--- src/rtl/mult_stream_ctrl_pkg.sv ---
// Shared configuration for the multiplier stream controller: default widths,
// multiplier latency and the result-buffer sizing rule.
package mult_stream_ctrl_pkg;

  localparam int unsigned OP_W_DEF    = 16;
  localparam int unsigned TAG_W_DEF   = 4;
  localparam int unsigned MUL_LAT_CFG = 4;
  localparam int unsigned DEPTH_DEF   = 8;

  // The buffer must be able to absorb every operation the pipeline can hold.
  function automatic bit depth_ok(input int unsigned depth, input int unsigned mul_lat);
    return depth >= mul_lat + 1;
  endfunction

endpackage

--- src/rtl/mult_result_fifo.sv ---
// Result buffer: synchronous FIFO with a registered head entry, valid flag and count.
module mult_result_fifo #(
  parameter int unsigned W     = 36,
  parameter int unsigned DEPTH = 8
) (
  input  logic                         clk,
  input  logic                         rst,
  input  logic                         push,
  input  logic [W-1:0]                 wdata,
  input  logic                         pop,
  output logic                         out_valid,
  output logic [W-1:0]                 rdata,
  output logic [$clog2(DEPTH+1)-1:0]   count
);
  localparam int unsigned PTR_W = $clog2(DEPTH);
  localparam int unsigned CNT_W = $clog2(DEPTH + 1);

  logic [W-1:0]     mem_q [DEPTH];
  logic [W-1:0]     mem_d [DEPTH];
  logic [PTR_W-1:0] wr_ptr_q, wr_ptr_d;
  logic [PTR_W-1:0] rd_ptr_q, rd_ptr_d;
  logic [CNT_W-1:0] count_q, count_d;
  logic             valid_q, valid_d;
  logic [W-1:0]     rdata_q, rdata_d;
  logic             pop_c;
  logic             full_c;

  function automatic logic [PTR_W-1:0] ptr_inc(input logic [PTR_W-1:0] p);
    return (p == PTR_W'(DEPTH - 1)) ? '0 : p + PTR_W'(1);
  endfunction

  // Head register is reloaded from the new read pointer, or straight from
  // wdata when the entry being written is the one that becomes the head.
  always_comb begin
    pop_c    = pop & valid_q;
    full_c   = (count_q == CNT_W'(DEPTH));
    mem_d    = mem_q;
    if (push) mem_d[wr_ptr_q] = wdata;
    wr_ptr_d = push  ? ptr_inc(wr_ptr_q) : wr_ptr_q;
    rd_ptr_d = pop_c ? ptr_inc(rd_ptr_q) : rd_ptr_q;
    count_d  = count_q + CNT_W'(push) - CNT_W'(pop_c);
    valid_d  = (count_d != '0);
    rdata_d  = rdata_q;
    if (push && (wr_ptr_q == rd_ptr_d)) rdata_d = wdata;
    else if (valid_d)                    rdata_d = mem_q[rd_ptr_d];
  end

  always_ff @(posedge clk) begin
    if (!rst) begin
      wr_ptr_q <= '0;
      rd_ptr_q <= '0;
      count_q  <= '0;
      valid_q  <= 1'b0;
      rdata_q  <= '0;
    end else begin
      wr_ptr_q <= wr_ptr_d;
      rd_ptr_q <= rd_ptr_d;
      count_q  <= count_d;
      valid_q  <= valid_d;
      rdata_q  <= rdata_d;
    end
  end

  always_ff @(posedge clk) begin
    mem_q <= mem_d;
  end

  // Upstream credit accounting makes a push into a full buffer impossible.
  always_ff @(posedge clk) begin
    if (rst) begin
      assert (!(push && full_c && !pop_c)) else $error("mult_result_fifo: push while full");
    end
  end

  assign out_valid = valid_q;
  assign rdata     = rdata_q;
  assign count     = count_q;

endmodule

--- src/rtl/mult_stream_ctrl.sv ---
// Streams operand pairs into an external pipelined multiplier and buffers the
// tagged products, using occupancy-based flow control so results never overflow.
module mult_stream_ctrl
  import mult_stream_ctrl_pkg::*;
#(
  parameter int unsigned OP_W    = OP_W_DEF,
  parameter int unsigned TAG_W   = TAG_W_DEF,
  parameter int unsigned MUL_LAT = MUL_LAT_CFG,
  parameter int unsigned DEPTH   = DEPTH_DEF
) (
  input  logic              clk,
  input  logic              rst,
  input  logic              in_valid,
  output logic              in_ready,
  input  logic [OP_W-1:0]   in_a,
  input  logic [OP_W-1:0]   in_b,
  input  logic [TAG_W-1:0]  in_tag,
  output logic [OP_W-1:0]   mul_a,
  output logic [OP_W-1:0]   mul_b,
  input  logic [2*OP_W-1:0] mul_p,
  output logic              out_valid,
  input  logic              out_ready,
  output logic [2*OP_W-1:0] out_p,
  output logic [TAG_W-1:0]  out_tag,
  output logic              busy
);
  localparam int unsigned PROD_W = 2 * OP_W;
  localparam int unsigned ENT_W  = PROD_W + TAG_W;
  localparam int unsigned PIPE_N = MUL_LAT + 1;
  localparam int unsigned OCC_W  = $clog2(DEPTH + 1);

  if (!depth_ok(DEPTH, MUL_LAT)) begin : g_depth_chk
    $error("mult_stream_ctrl: DEPTH must be at least MUL_LAT+1");
  end

  logic [PIPE_N-1:0]            vld_q, vld_d;
  logic [PIPE_N-1:0][TAG_W-1:0] tag_q, tag_d;
  logic [OP_W-1:0]              mul_a_q, mul_a_d;
  logic [OP_W-1:0]              mul_b_q, mul_b_d;
  logic [OCC_W-1:0]             occ_q, occ_d;
  logic                         in_ready_q, in_ready_d;
  logic                         busy_q, busy_d;
  logic                         accept_c, pop_c, push_c;
  logic [ENT_W-1:0]             push_data_c;
  logic [ENT_W-1:0]             fifo_rdata;
  logic [OCC_W-1:0]             fifo_count;
  logic [OCC_W-1:0]             inflight_c;

  // Occupancy counts a slot from accept until pop, so in_ready is pure credit.
  always_comb begin
    accept_c    = in_valid & in_ready_q;
    pop_c       = out_valid & out_ready;
    push_c      = vld_q[PIPE_N-1];
    push_data_c = {mul_p, tag_q[PIPE_N-1]};
    vld_d       = {vld_q[PIPE_N-2:0], accept_c};
    tag_d       = {tag_q[PIPE_N-2:0], in_tag};
    mul_a_d     = accept_c ? in_a : '0;
    mul_b_d     = accept_c ? in_b : '0;
    occ_d       = occ_q + OCC_W'(accept_c) - OCC_W'(pop_c);
    in_ready_d  = (occ_d < OCC_W'(DEPTH));
    busy_d      = (occ_d != '0);
  end

  always_comb begin
    inflight_c = '0;
    for (int unsigned i = 0; i < PIPE_N; i++) inflight_c += OCC_W'(vld_q[i]);
  end

  always_ff @(posedge clk) begin
    if (!rst) begin
      vld_q      <= '0;
      tag_q      <= '0;
      mul_a_q    <= '0;
      mul_b_q    <= '0;
      occ_q      <= '0;
      in_ready_q <= 1'b0;
      busy_q     <= 1'b0;
    end else begin
      vld_q      <= vld_d;
      tag_q      <= tag_d;
      mul_a_q    <= mul_a_d;
      mul_b_q    <= mul_b_d;
      occ_q      <= occ_d;
      in_ready_q <= in_ready_d;
      busy_q     <= busy_d;
    end
  end

  always_ff @(posedge clk) begin
    if (rst) begin
      assert (occ_q == fifo_count + inflight_c) else $error("mult_stream_ctrl: occupancy drift");
    end
  end

  mult_result_fifo #(
    .W     (ENT_W),
    .DEPTH (DEPTH)
  ) u_fifo (
    .clk       (clk),
    .rst       (rst),
    .push      (push_c),
    .wdata     (push_data_c),
    .pop       (pop_c),
    .out_valid (out_valid),
    .rdata     (fifo_rdata),
    .count     (fifo_count)
  );

  assign in_ready = in_ready_q;
  assign busy     = busy_q;
  assign mul_a    = mul_a_q;
  assign mul_b    = mul_b_q;
  assign out_p    = fifo_rdata[ENT_W-1:TAG_W];
  assign out_tag  = fifo_rdata[TAG_W-1:0];

endmodule

--- config.mk ---
export PLATFORM = sky130hd
export DESIGN_NAME = mult_stream_ctrl
export DESIGN_NICKNAME = d
export VERILOG_FILES = /design/src/rtl/mult_stream_ctrl_pkg.sv /design/src/rtl/mult_result_fifo.sv /design/src/rtl/mult_stream_ctrl.sv
export SDC_FILE = /design/constraint.sdc
export NUM_CORES = 1
export LEC_CHECK = 0
export BUFFER_PORTS_ARGS = -buffer_cell sky130_fd_sc_hd__buf_2
export CAP_MARGIN = 10
export CELL_PAD_IN_SITES_DETAIL_PLACEMENT = 2
export CELL_PAD_IN_SITES_GLOBAL_PLACEMENT = 2
export CORE_MARGIN = 10
export CORE_UTILIZATION = 40
export DETAILED_ROUTE_END_ITERATION = 8
export PLACE_DENSITY_LB_ADDON = 0.12
export REMOVE_ABC_BUFFERS = 1
export SLEW_MARGIN = 15
export SYNTH_ARGS = -nofsm -noshare
export SYNTH_HDL_FRONTEND = slang
export SYNTH_SLANG_ARGS = --single-unit
--- constraint.sdc ---
create_clock -name clk -period 3.65 [get_ports clk]
set_input_delay 1.095 -clock clk [delete_from_list [all_inputs] [get_ports clk]]
set_output_delay 1.095 -clock clk [all_outputs]
set_load 0.02 [all_outputs]
* After elaboration in Yosys (flattened, before gate mapping)
Cells that the tools add are included.
** Operators by class
- $add $sub $neg :: 6
- Multiply operators :: 0
- Divide/modulo/power cells :: 0
- Magnitude comparators :: 4
- Equality and inequality tests :: 3
- Shifts and indexed selects :: 0
- Muxes and demuxes :: 11
- Bitwise logic cells :: 5
- Reduce and logical (&&, ||, !) cells :: 6
** Operator list (number)
- 288-bit bitwise mux :: 1
- 36-bit two-way mux :: 5
- 36-bit binary-select mux with 3-bit select :: 1
- 36-bit demux with 3-bit select :: 1
- 3-bit two-way mux :: 3
- 4-bit by 1-bit adder with 4-bit output :: 2
- 4-bit >= comparator, second input constant :: 2
- 3-bit NOT with 4-bit output :: 2
- 4-bit nonzero test :: 2
- 4-bit by 1-bit subtractor with 4-bit output :: 2
- 3-bit by 1-bit adder with 3-bit output, second input constant :: 2
- 3-bit equality test, second input constant :: 2
- 4-bit by 1-bit < comparator with 1-bit output, second input constant :: 1
- 4-bit < comparator, second input constant :: 1
- 1-bit AND :: 3
- 3-bit equality test :: 1
- 1-bit logical AND :: 2
- 2-bit AND reduction :: 1
- 2-bit nonzero test :: 1
** Storage, ports and cells
- Register bits :: 398
- Bits in latches :: 0
- Bits in writable memories :: 0
- Memory bits (read-only) :: 0
- Input bits :: 72
- Output and inout bits :: 71
- Logic and storage cells :: 59
- Memories kept :: 0

* Logic depth before layout (Yosys ltp)
Gate-level depths: netlist of run 1.
- Depth in word-level cells :: 9
- Gate-level depth with buffers :: 13
- Depth with buffers taken out :: 12

* Cells and area by module
From an unflattened synthesis of run 1, not the netlist that was laid out.
** Second synthesis, totals
- Cells, all modules :: 1448
- Area total of the unflattened synthesis :: 16495.8 µm²
** By module, submodules not included
- mult_result_fifo :: times used 1, cells each 1297, area each 14669.1 µm², sequential area each 9589.2 µm²
- mult_stream_ctrl :: times used 1, cells each 151, area each 1826.8 µm², sequential area each 1261.2 µm²

* Worst setup path before layout of run 1
OpenSTA, ideal clock, no wires.
- Path kind :: register to register
- From :: register vld_q[4]
- To :: register u_fifo.mem_q[252] (netlist bit), enable pin
- Setup time :: 474 ps
- Data arrival time :: 3205 ps
- Required time :: 3176 ps
- Setup slack :: -29 ps
- Cell stages (with the launch flop) :: 4
- Path buffers :: 1
- Clock period less this slack :: 3679 ps
- Cell sequence :: dfxtp_1 > clkbuf_1 > nand2b_1 > nor3_1
** RTL lines
- from (decl) :: line mult_stream_ctrl.sv:36 : logic [PIPE_N-1:0] vld_q, vld_d;
- from (signal assigned) :: line mult_stream_ctrl.sv:79 : vld_q <= vld_d;
- to (signal assigned) :: line mult_result_fifo.sv:65 : mem_q <= mem_d;
- to (decl) :: line mult_result_fifo.sv:18 : logic [W-1:0] mem_q [DEPTH];

* Final worst setup path of run 1
- From :: input out_ready
- To :: register u_fifo.rdata_q[17] (netlist: u_fifo.rdata[17])
** On the way
- Longest elaborated chain between the ends :: 9
- Elaborated cells between the ends (all ways) :: 14
- Those cells by class :: 1 x add/sub; 1 x eq/ne; 6 x mux; 3 x bitwise; 3 x reduce/logical
** RTL lines
- from (decl) :: line mult_stream_ctrl.sv:22 : input logic out_ready,
- 1-bit AND (*) :: line mult_stream_ctrl.sv:52 : pop_c = out_valid & out_ready;
- 1-bit AND (*) :: line mult_result_fifo.sv:35 : pop_c = pop & valid_q;
- 3-bit two-way mux :: line mult_result_fifo.sv:40 : rd_ptr_d = pop_c ? ptr_inc(rd_ptr_q) : rd_ptr_q;
- 3-bit NOT with 4-bit output (implied by the code) :: line mult_result_fifo.sv:45 : else if (valid_d) rdata_d = mem_q[rd_ptr_d];
- 36-bit binary-select mux with 3-bit select :: line mult_result_fifo.sv:45
- 36-bit two-way mux (implied by the code) (2 in a row) :: line mult_result_fifo.sv:45
- 36-bit two-way mux :: line mult_result_fifo.sv:45
- 36-bit two-way mux :: line mult_result_fifo.sv:44 : if (push && (wr_ptr_q == rd_ptr_d)) rdata_d = wdata;
- to (signal assigned) :: line mult_result_fifo.sv:60 : rdata_q <= rdata_d;
- to (decl) :: line mult_result_fifo.sv:24 : logic [W-1:0] rdata_q, rdata_d;
Mark *: on every way between the ends. The rest lies on a longest branch, timed or not. The select of a mux whose other input is x is not followed.
A chain may end at the register's enable or synchronous reset.

==> results.py, run 1 <==
metrics = {
    "die": {
        "initial_core_util": 0.4072,
        "num_io_pins": 143,
        "die_x_um": 224.6,
        "placementRows": 74,
        "die-area_mm2": 0.05043,
        "die_h_um": 224.6,
        "core-area_mm2": 0.04111,
    },
    "critical_path": {
        "cp_max_fo": 21,
        "cp_cell_sequence": "buf_2 -> nand2_1 -> inv_1 -> ha_1 -> inv_1 -> ha_1 -> inv_1 -> fa_1 -> xnor2_1 -> or3b_2 -> o221ai_4 -> buf_12 -> a31oi_1 -> a221o_1",
        "crit_arrival_ps": 3760,
        "worstSetupStartpointType": "primary input",
        "cp_num_buf_inv": 5,
        "critPathSlowestCell": "or3b_2",
        "max_stage_delay_ps": 500,
        "required_ps": 4090,
        "critPathTopFamily": "adder cells",
        "setup.worst_path.end_class": "register",
        "crit_path_start": "out_ready",
        "r2r_setup_slack_ps": 610,
        "r2r_start": "u_fifo.out_valid",
        "cpMostUsedCell": "inv_1",
        "criticalPathCategory": "primary input to register",
    },
    "global_routing": {
        "antenna_found_initial": 2,
        "busiest_layer": "met2",
        "grt_pass1_vias": 11510,
        "grtUsageMet2": 0.3282,
        "grt_max_degree": 71,
        "grt_usage": 0.1921,
        "globalRouteMet1Util": 0.2434,
        "overflow": 0,
        "grt_first_pass_wirelength_um": 73130,
        "use_met3": 0.03982,
    },
    "placement": {
        "post_dp_cell_area_mm2": 0.01839,
        "gp_congestion": 0.7147,
        "portBuffers": 142,
        "hpwl_um": 27500,
        "dp_cells": 1632,
    },
    "pwr": {
        "p_int_mw": 9.163,
        "p_sw_frac": 0.2888,
        "seqPwrFrac": 0.407,
        "clkPwrFrac": 0.351,
        "combPwrFrac": 0.242,
        "power.density_mw_per_mm2": 648.9,
        "peakVddDrop_mv": 0.2980,
        "p_leak_nw": 7.050,
        "net-switching-power_mw": 3.721,
    },
    "yosys": {
        "synthFlopType": "edfxtp_1",
        "synth_seq_area_share": 0.6482,
        "synth_area_mm2": 0.01674,
        "syn_area_per_cell_um2": 17.01,
        "ys_warn_count": 0,
        "synthDistinctLibCells": 38,
        "syn_inst": 984,
        "synth-async-reset-ratio": 0,
        "ys_seq_elements": 398,
        "synth_edf_count": 288,
    },
    "final_layout": {
        "utilization": 0.4829,
        "fill_cells": 3900,
        "area_growth_pct": 18.61,
        "fin_area_mm2": 0.01985,
        "fin_cells": 1714,
        "drive_above_1_share": 0.3827,
        "nets": 1232,
    },
    "sta": {
        "slew_headroom": 0.3802,
        "slew_viol_final": 0,
        "fmax_mhz": 301.0,
        "hold_viol_final": 0,
        "fin_crit_ps": 3322,
        "tns_ps": 0,
        "setup_viol": 0,
        "rsz0062_at_grt": "false",
        "fin_skew_ps": 13.84,
        "period_share": 0.9101,
        "whs_ps": 430.2,
        "worst_slew_pin_slew_ps": 929.7,
    },
    "route": {
        "wl_per_cell_um": 27.97,
        "avgViaCountPerCell": 5.852,
        "dr.first_iter.drc_count": 749,
        "ant_nets": 0,
        "drt_wl_total_um": 47940,
        "drc": 0,
        "vias": 10030,
        "dr.pass1.iters": 5,
    },
    "clock_tree": {
        "post_cts_buffers": 0,
        "cts_made_buffers": 44,
        "cts_buffer_depth": 3,
        "cts-root-buf": "clkbuf_16",
        "htree_levels": 2,
        "cts_tree": "done",
        "hold_buffers": 0,
        "cts_resized": 0,
        "clkLatencyLatePin_ps": 570,
        "clkSlewWorstSetupHoldPaths_ps": 60,
        "cts.sinks": 398,
    },
    "worst_hold_path": {
        "hold_path_class": "register to register",
        "hold_start": "tag_d[6]",
    },
    "outcome": {
        "status": "finished, final reports clean",
    },
    "run": {
        "drv_cap": 0,
    },
}
==> cell usage after synthesis, types with 2 or more instances <==
| library cell | count | share of area |
|---|---|---|
| edfxtp_1 | 288 | 0.52 |
| dfxtp_1 | 110 | 0.13 |
| mux4_2 | 108 | 0.15 |
| a22oi_1 | 72 | 0.032 |
| mux2_2 | 72 | 0.048 |
| and2_1 | 65 | 0.024 |
| nand2_1 | 41 | 0.0092 |
| a221o_1 | 36 | 0.022 |
| a31oi_1 | 36 | 0.013 |
| clkbuf_1 | 32 | 0.0072 |
| buf_2 | 27 | 0.0081 |
| nor2_1 | 20 | 0.0045 |
| inv_1 | 14 | 0.0031 |
| ha_1 | 12 | 0.0090 |
| a21oi_1 | 7 | 0.0021 |
| buf_1 | 5 | 0.0011 |
| xnor2_1 | 5 | 0.0026 |
| and3_1 | 3 | 0.0011 |
| buf_6 | 3 | 0.0020 |
| mux2i_1 | 3 | 0.0018 |
| nor3_1 | 3 | 0.00090 |
| a21bo_2 | 2 | 0.0012 |
| a21o_1 | 2 | 0.00090 |
| fa_1 | 2 | 0.0024 |
| nand2b_1 | 2 | 0.00075 |
| nand3_1 | 2 | 0.00060 |
==> cell usage in the layout, fill, tap and decap left out, types with 3 or more instances in the layout <==
master and n:
a21oi_1 7, a221o_1 36, a22oi_1 72, a31oi_1 36, and2_1 64, and3_1 3
buf_12 14, buf_2 142, buf_4 27, bufinv_16 5, clkbuf_1 10, clkbuf_16 44
clkbuf_8 6, clkinv_1 4, clkinv_2 10, dfxtp_1 109, edfxtp_1 288, ha_1 12
inv_1 14, mux2_2 72, mux2i_1 3, mux4_2 108, nand2_1 41, nor2_1 12
nor2_4 8, nor3_2 3, xnor2_1 5
==> layout make-up <==
type | count | area, um^2 | share of cell area
sequential | 398 | 10850 | 0.5466
multi-input combinational | 505 | 5625 | 0.2834
clock buffer | 60 | 1221 | 0.06151
timing repair buffer | 183 | 1194 | 0.06012
tap | 532 | 665.6 | 0.03353
clock inverter | 21 | 240.2 | 0.01210
inverter | 14 | 52.55 | 0.002647
antenna | 1 | 2.502 | 0.0001260
==> registers in the layout, indices dropped and copies added, names as in the netlist, 5 cells and up <==
register / cells
tag_d: 16
u_fifo.rdata: 36
mul_a: 16
vld_q: 5
mul_b: 16
u_fifo.mem_q: 288
==> stage by stage <==
step / power (mW) / setup slack [ps]
floorplan: 7.454 / -4731
finish: 12.88 / 328.2
detailed placement: 8.504 / -244.6
CTS: 13.07 / 318.2
global placement: 8.402 / -175.9
global route: 13.50 / 135.3
==> power groups by stage <==
| stage | sequential, mW | combinational, mW | clock, mW |
|---|---|---|---|
| final | 5.24 | 3.12 | 4.52 |
| after global placement | 5.33 | 3.07 | 0 |
| after floorplan | 5.54 | 1.92 | 0 |
| after detailed placement | 5.34 | 3.17 | 0 |
| after global routing | 5.27 | 3.42 | 4.82 |
| after CTS | 5.25 | 3.19 | 4.64 |
==> path summary, 6_finish.rpt <==
check / depth (start not counted) / to
worst max-delay path: 14 / u_fifo.rdata[17]
worst min-delay path: 1 / tag_d[10]
worst max register to register: 13 / u_fifo.rdata[17]
worst min register to register: 1 / tag_d[10]
==> kinds of logic (layout without fill, tap and decap cells) <==
kind of cell / Yosys count / after routing / share of synthesized area
AND/OR/NAND/NOR: 144 / 144 / 0.04605
XOR/XNOR: 6 / 6 / 0.003139
adder cells (fa/ha/maj): 14 / 14 / 0.01136
buffers and inverters: 81 / 278 / 0.02153
flip-flops: 398 / 398 / 0.6482
multiplexers: 183 / 183 / 0.1955
other: 0 / 1 / 0
AO/OA/AOI/OAI: 158 / 158 / 0.07415
==> metal layers <==
layer	wire length (um)	vias up
met5	13	-
met4	949	2
met3	2570	72
met2	24380	263
met1	20030	5364
li1	-	4330
Power figures use the tool's default switching activity.
==> run 2: changes to the inputs <==
--- a/config.mk
+++ b/config.mk
@@ -7,7 +7,7 @@
 export LEC_CHECK = 0
 export BUFFER_PORTS_ARGS = -buffer_cell sky130_fd_sc_hd__buf_2
 export CAP_MARGIN = 10
-export CELL_PAD_IN_SITES_DETAIL_PLACEMENT = 2
+export CELL_PAD_IN_SITES_DETAIL_PLACEMENT = 0
 export CELL_PAD_IN_SITES_GLOBAL_PLACEMENT = 2
 export CORE_MARGIN = 10
 export CORE_UTILIZATION = 40
==> results.py, run 2 (synthesized netlist as in run 1, its figures left out) <==
metrics = {
    "final_layout": {
        "fin_area_mm2": 0.01984,
        "fin_cells": 1715,
        "nets": 1233,
        "utilization": 0.4827,
        "fill_cells": 3563,
        "area_growth_pct": 18.54,
        "seq_area_mm2": 0.01085,
        "multiInputGateArea_mm2": 0.005625,
        "largest_reg_flops": 288,
        "drive_above_1_share": 0.3832,
        "final_cell_mix": "edfxtp_1 (288), buf_2 (142), dfxtp_1 (109), mux4_2 (108)",
        "largest_register": "u_fifo.mem_q",
        "final_common_cell": "edfxtp_1",
    },
    "die": {
        "die_x_um": 224.6,
        "initial_core_util": 0.4072,
        "die_h_um": 224.6,
        "num_io_pins": 143,
        "die-area_mm2": 0.05043,
        "core-area_mm2": 0.04111,
        "placementRows": 74,
    },
    "route": {
        "ant_nets": 0,
        "dr.pass1.iters": 5,
        "wl_per_cell_um": 24.89,
        "drc": 0,
        "avgViaCountPerCell": 5.621,
        "dr.first_iter.drc_count": 679,
        "vias": 9640,
        "drt_wl_total_um": 42690,
    },
    "placement": {
        "gp_congestion": 0.7147,
        "hpwl_um": 23320,
        "dp_cells": 1632,
        "portBuffers": 142,
        "post_dp_cell_area_mm2": 0.01839,
    },
    "critical_path": {
        "reg2reg_to": "u_fifo.rdata[27]",
        "cp_num_buf_inv": 5,
        "crit_arrival_ps": 3700,
        "critPathSlowestCell": "or3b_2",
        "required_ps": 4100,
        "cp_cell_sequence": "buf_2 -> nand2_1 -> inv_1 -> ha_1 -> inv_1 -> ha_1 -> inv_1 -> fa_1 -> xnor2_1 -> or3b_2 -> o221ai_4 -> buf_12 -> a31oi_1 -> a221o_1",
        "cpMostUsedCell": "inv_1",
        "crit_cells": 14,
        "max_stage_delay_ps": 490,
        "r2r_setup_slack_ps": 690,
        "criticalPathCategory": "primary input to register",
        "cp_max_fo": 21,
        "ff2ff_path_depth": 13,
        "setup.worst_path.end_class": "register",
        "critPathTopFamily": "adder cells",
        "r2r_start": "u_fifo.out_valid",
        "worstSetupStartpointType": "primary input",
    },
    "worst_hold_path": {
        "hold_path_class": "register to register",
        "hold_depth": 1,
        "hold_start": "tag_d[5]",
        "hold_end": "tag_d[9]",
    },
    "sta": {
        "fin_skew_ps": 13.35,
        "fin_crit_ps": 3247,
        "rsz0062_at_grt": "false",
        "slew_headroom": 0.4001,
        "hold_viol_final": 0,
        "period_share": 0.8895,
        "setup_viol": 0,
        "fmax_mhz": 308.0,
        "worst_slew_pin_slew_ps": 899.9,
        "slew_viol_final": 0,
    },
    "clock_tree": {
        "cts_buffer_depth": 3,
        "cts-root-buf": "clkbuf_16",
        "cts.sinks": 398,
        "post_cts_buffers": 0,
        "cts_resized": 0,
        "clkLatencyLatePin_ps": 570,
        "clkSlewWorstSetupHoldPaths_ps": 60,
        "hold_buffers": 0,
        "cts_tree": "done",
        "htree_levels": 2,
        "cts_made_buffers": 45,
    },
    "global_routing": {
        "grt_first_pass_wirelength_um": 64690,
        "grt_pass1_vias": 10270,
        "antenna_found_initial": 1,
        "grt_usage": 0.1702,
        "overflow": 0,
        "grt_max_degree": 71,
    },
    "run": {
        "drv_cap": 0,
    },
    "pwr": {
        "power.density_mw_per_mm2": 638.5,
        "seqPwrFrac": 0.413,
        "net-switching-power_mw": 3.602,
        "clkPwrFrac": 0.348,
        "p_leak_nw": 7.046,
        "peakVddDrop_mv": 0.2969,
        "combPwrFrac": 0.239,
        "p_sw_frac": 0.2843,
        "p_int_mw": 9.067,
    },
    "outcome": {
        "status": "finished, final reports clean",
    },
}
[run 2: changes by cell type in the layout (fill, tap and decap cells not counted), moves of 2 or more]
cell / change
bufinv_16: -3
clkbuf_1: -3
clkbuf_8: -2
clkbuf_16: +4
clkinv_1: +3
[run 2: layer usage]
layer / global-route usage / vias to the layer above / share of wire
met1: 0.2242 / 5005 / 0.43
met5: 0 / - / 0.00026
met2: 0.2825 / 253 / 0.49
met4: 0.04409 / 2 / 0.017
li1: - / 4326 / -
met3: 0.03487 / 54 / 0.061
[run 2: power groups by stage]
stage	registers [mW]	clock network, mW	logic (mW)
5_1_grt	5.26	4.71	3.31
3_5_place_dp	5.33	0	3.08
6_report	5.23	4.41	3.03
3_3_place_gp	5.33	0	3.07
4_1_cts	5.24	4.53	3.09
2_1_floorplan	5.54	0	1.92
[run 2: area by class of cell]
| class | count | share of cell area |
|---|---|---|
| clock inverter | 23 | 0.008450 |
| tap | 532 | 0.03355 |
| sequential | 398 | 0.5469 |
| inverter | 14 | 0.002649 |
| antenna | 1 | 0.0001261 |
| timing repair buffer | 183 | 0.06016 |
| multi-input combinational | 505 | 0.2835 |
| clock buffer | 59 | 0.06464 |
[run 2: worst max-delay path by stage]
stage,start,endpoint,slack (ps)
3_3_place_gp,out_ready,u_fifo.rdata[35],-180
6_report,out_ready,u_fifo.rdata[27],400
4_1_cts,out_ready,u_fifo.rdata[26],420
2_1_floorplan,u_fifo.rd_ptr_q[0],u_fifo.rdata[0],-4730
5_1_grt,out_ready,u_fifo.rdata[20],310
3_5_place_dp,out_ready,u_fifo.rdata[27],-180
[run 2: per-stage QoR]
| stage | setup slack (ps) | total power, mW | setup TNS [ps] | hold slack [ps] |
|---|---|---|---|---|
| floorplan | -4731 | 7.454 | -173310 | 411.8 |
| global placement | -175.9 | 8.402 | -5843 | 414.7 |
| detailed placement | -181.4 | 8.413 | -5710 | 416.9 |
| CTS | 417.8 | 12.86 | 0 | 428.8 |
| global route | 309.3 | 13.27 | 0 | 443.2 |
| finish | 403.3 | 12.67 | 0 | 425.7 |
==> run 3: changes to the inputs <==
--- a/config.mk
+++ b/config.mk
@@ -9,6 +9,7 @@
 export CAP_MARGIN = 10
 export CELL_PAD_IN_SITES_DETAIL_PLACEMENT = 0
 export CELL_PAD_IN_SITES_GLOBAL_PLACEMENT = 2
+export CORE_ASPECT_RATIO = 1.5
 export CORE_MARGIN = 10
 export CORE_UTILIZATION = 40
 export DETAILED_ROUTE_END_ITERATION = 8
==> results.py, run 3 (synthesized netlist as in run 1, its figures left out) <==
metrics = {
    "outcome": {
        "status": "finished, final reports clean",
    },
    "critical_path": {
        "max_stage_delay_ps": 490,
        "ff2ff_path_depth": 13,
        "crit_arrival_ps": 3780,
        "worstSetupStartpointType": "primary input",
        "r2r_start": "u_fifo.out_valid",
        "cp_cell_sequence": "buf_2 -> nand2_1 -> inv_1 -> ha_1 -> inv_1 -> ha_1 -> inv_1 -> fa_1 -> xnor2_1 -> or3b_2 -> buf_4 -> nor4_4 -> buf_12 -> a221o_1",
        "critPathSlowestCell": "or3b_2",
        "crit_cells": 14,
        "cpMostUsedCell": "inv_1",
        "r2r_setup_slack_ps": 440,
        "cp_max_fo": 19,
        "crit_path_start": "out_ready",
        "endpoint": "u_fifo.rdata[3]",
        "criticalPathCategory": "primary input to register",
        "critPathTopFamily": "simple AND/OR/NAND/NOR gates",
        "required_ps": 4130,
        "setup.worst_path.end_class": "register",
        "reg2reg_to": "u_fifo.rdata[3]",
        "cp_num_buf_inv": 6,
    },
    "placement": {
        "hpwl_um": 24740,
        "gp_congestion": 0.7306,
        "portBuffers": 142,
    },
    "global_routing": {
        "grt_max_degree": 63,
        "antenna_found_initial": 3,
        "grt_first_pass_wirelength_um": 64110,
        "overflow": 0,
        "grt_pass1_vias": 10290,
        "grt_usage": 0.1650,
    },
    "clock_tree": {
        "clkSlewWorstSetupHoldPaths_ps": 60,
        "cts-root-buf": "clkbuf_16",
        "hold_buffers": 0,
        "htree_levels": 2,
        "cts_buffer_depth": 3,
        "cts_tree": "done",
        "cts_resized": 0,
        "post_cts_buffers": 0,
        "cts_made_buffers": 40,
        "clkLatencyLatePin_ps": 550,
        "cts.sinks": 398,
    },
    "final_layout": {
        "drive_above_1_share": 0.3762,
        "final_cell_mix": "edfxtp_1 (288), buf_2 (142), dfxtp_1 (109), mux4_2 (108)",
        "largest_reg_flops": 288,
        "fill_cells": 3603,
        "area_growth_pct": 17.80,
        "antenna_cells": 0,
        "nets": 1230,
        "final_common_cell": "edfxtp_1",
        "largest_register": "u_fifo.mem_q",
    },
    "die": {
        "core-area_mm2": 0.04122,
        "num_io_pins": 143,
        "die-area_mm2": 0.05060,
        "die_h_um": 270.5,
        "initial_core_util": 0.4061,
        "placementRows": 91,
        "die_x_um": 187.0,
    },
    "pwr": {
        "p_leak_nw": 6.958,
        "p_total_mw": 12.28,
        "power.density_mw_per_mm2": 622.7,
        "peakVddDrop_mv": 0.4230,
    },
    "sta": {
        "fin_crit_ps": 3306,
        "rsz0062_at_grt": "false",
        "tns_ps": 0,
        "hold_viol_final": 0,
        "setup_viol": 0,
        "slew_viol_final": 0,
        "period_share": 0.9057,
        "worst_slew_pin_slew_ps": 901.5,
        "fmax_mhz": 302.5,
        "slew_headroom": 0.3990,
        "fin_skew_ps": 25.31,
    },
    "route": {
        "vias": 9589,
        "wl_per_cell_um": 24.38,
        "drc": 0,
        "dr.pass1.iters": 5,
        "dr.first_iter.drc_count": 599,
        "ant_nets": 0,
        "drt_wl_total_um": 42240,
        "avgViaCountPerCell": 5.533,
    },
    "worst_hold_path": {
        "hold_start": "vld_q[3]",
        "hold_path_class": "register to register",
    },
    "run": {
        "drv_cap": 0,
    },
}
[run 3: stage by stage]
stage	setup WS (ps)	util	instances	hold WS, ps	cell area [um^2]
after floorplan	-4731	-	917	411.8	16430
after CTS	349.0	0.4784	1733	412.2	19720
after detailed placement	-215.9	0.4477	1660	416.9	18450
after global routing	184.9	0.4784	1733	426.6	19720
after global placement	-166.9	0.4477	1660	413.8	18450
final	344.3	0.4784	1733	410.8	19720
[run 3: routing by layer]
| metal | share of wire | wire [um] | GRT usage | up-vias |
|---|---|---|---|---|
| met3 | 0.072 | 3033 | 0.04172 | 66 |
| met4 | 0.021 | 906 | 0.04851 | 4 |
| met1 | 0.41 | 17210 | 0.2043 | 4917 |
| met5 | 0.00033 | 14 | 0 | - |
| met2 | 0.50 | 21080 | 0.2793 | 288 |
| li1 | - | - | - | 4314 |
[run 3: how the worst min path moves through the flow]
| stage | endpoint | slack (ps) | cells past startpoint |
|---|---|---|---|
| 2_1_floorplan | push_data_c[0] | 410 | 1 |
| 3_3_place_gp | tag_d[9] | 410 | 1 |
| 3_5_place_dp | tag_d[11] | 420 | 1 |
| 4_1_cts | vld_q[4] | 410 | 1 |
| 5_1_grt | vld_q[4] | 430 | 1 |
| 6_report | vld_q[4] | 410 | 1 |
[run 3: area by class of cell]
cell class / count / area (um^2) / share of cell area
Tap cell: 558 / 698.2 / 0.03541
Inverter: 14 / 52.55 / 0.002665
Clock buffer: 57 / 1106 / 0.05609
Multi-Input combinational cell: 505 / 5628 / 0.2854
Clock inverter: 16 / 157.7 / 0.007995
Sequential cell: 398 / 10850 / 0.5505
Timing Repair Buffer: 185 / 1221 / 0.06193
[run 3: power by group]
group	switching [mW]	leakage, nW	total, mW	internal (mW)
Sequential	0.162	3.50	5.24	5.08
Clock	1.68	0.613	4.01	2.33
Combinational	1.64	2.85	3.03	1.39
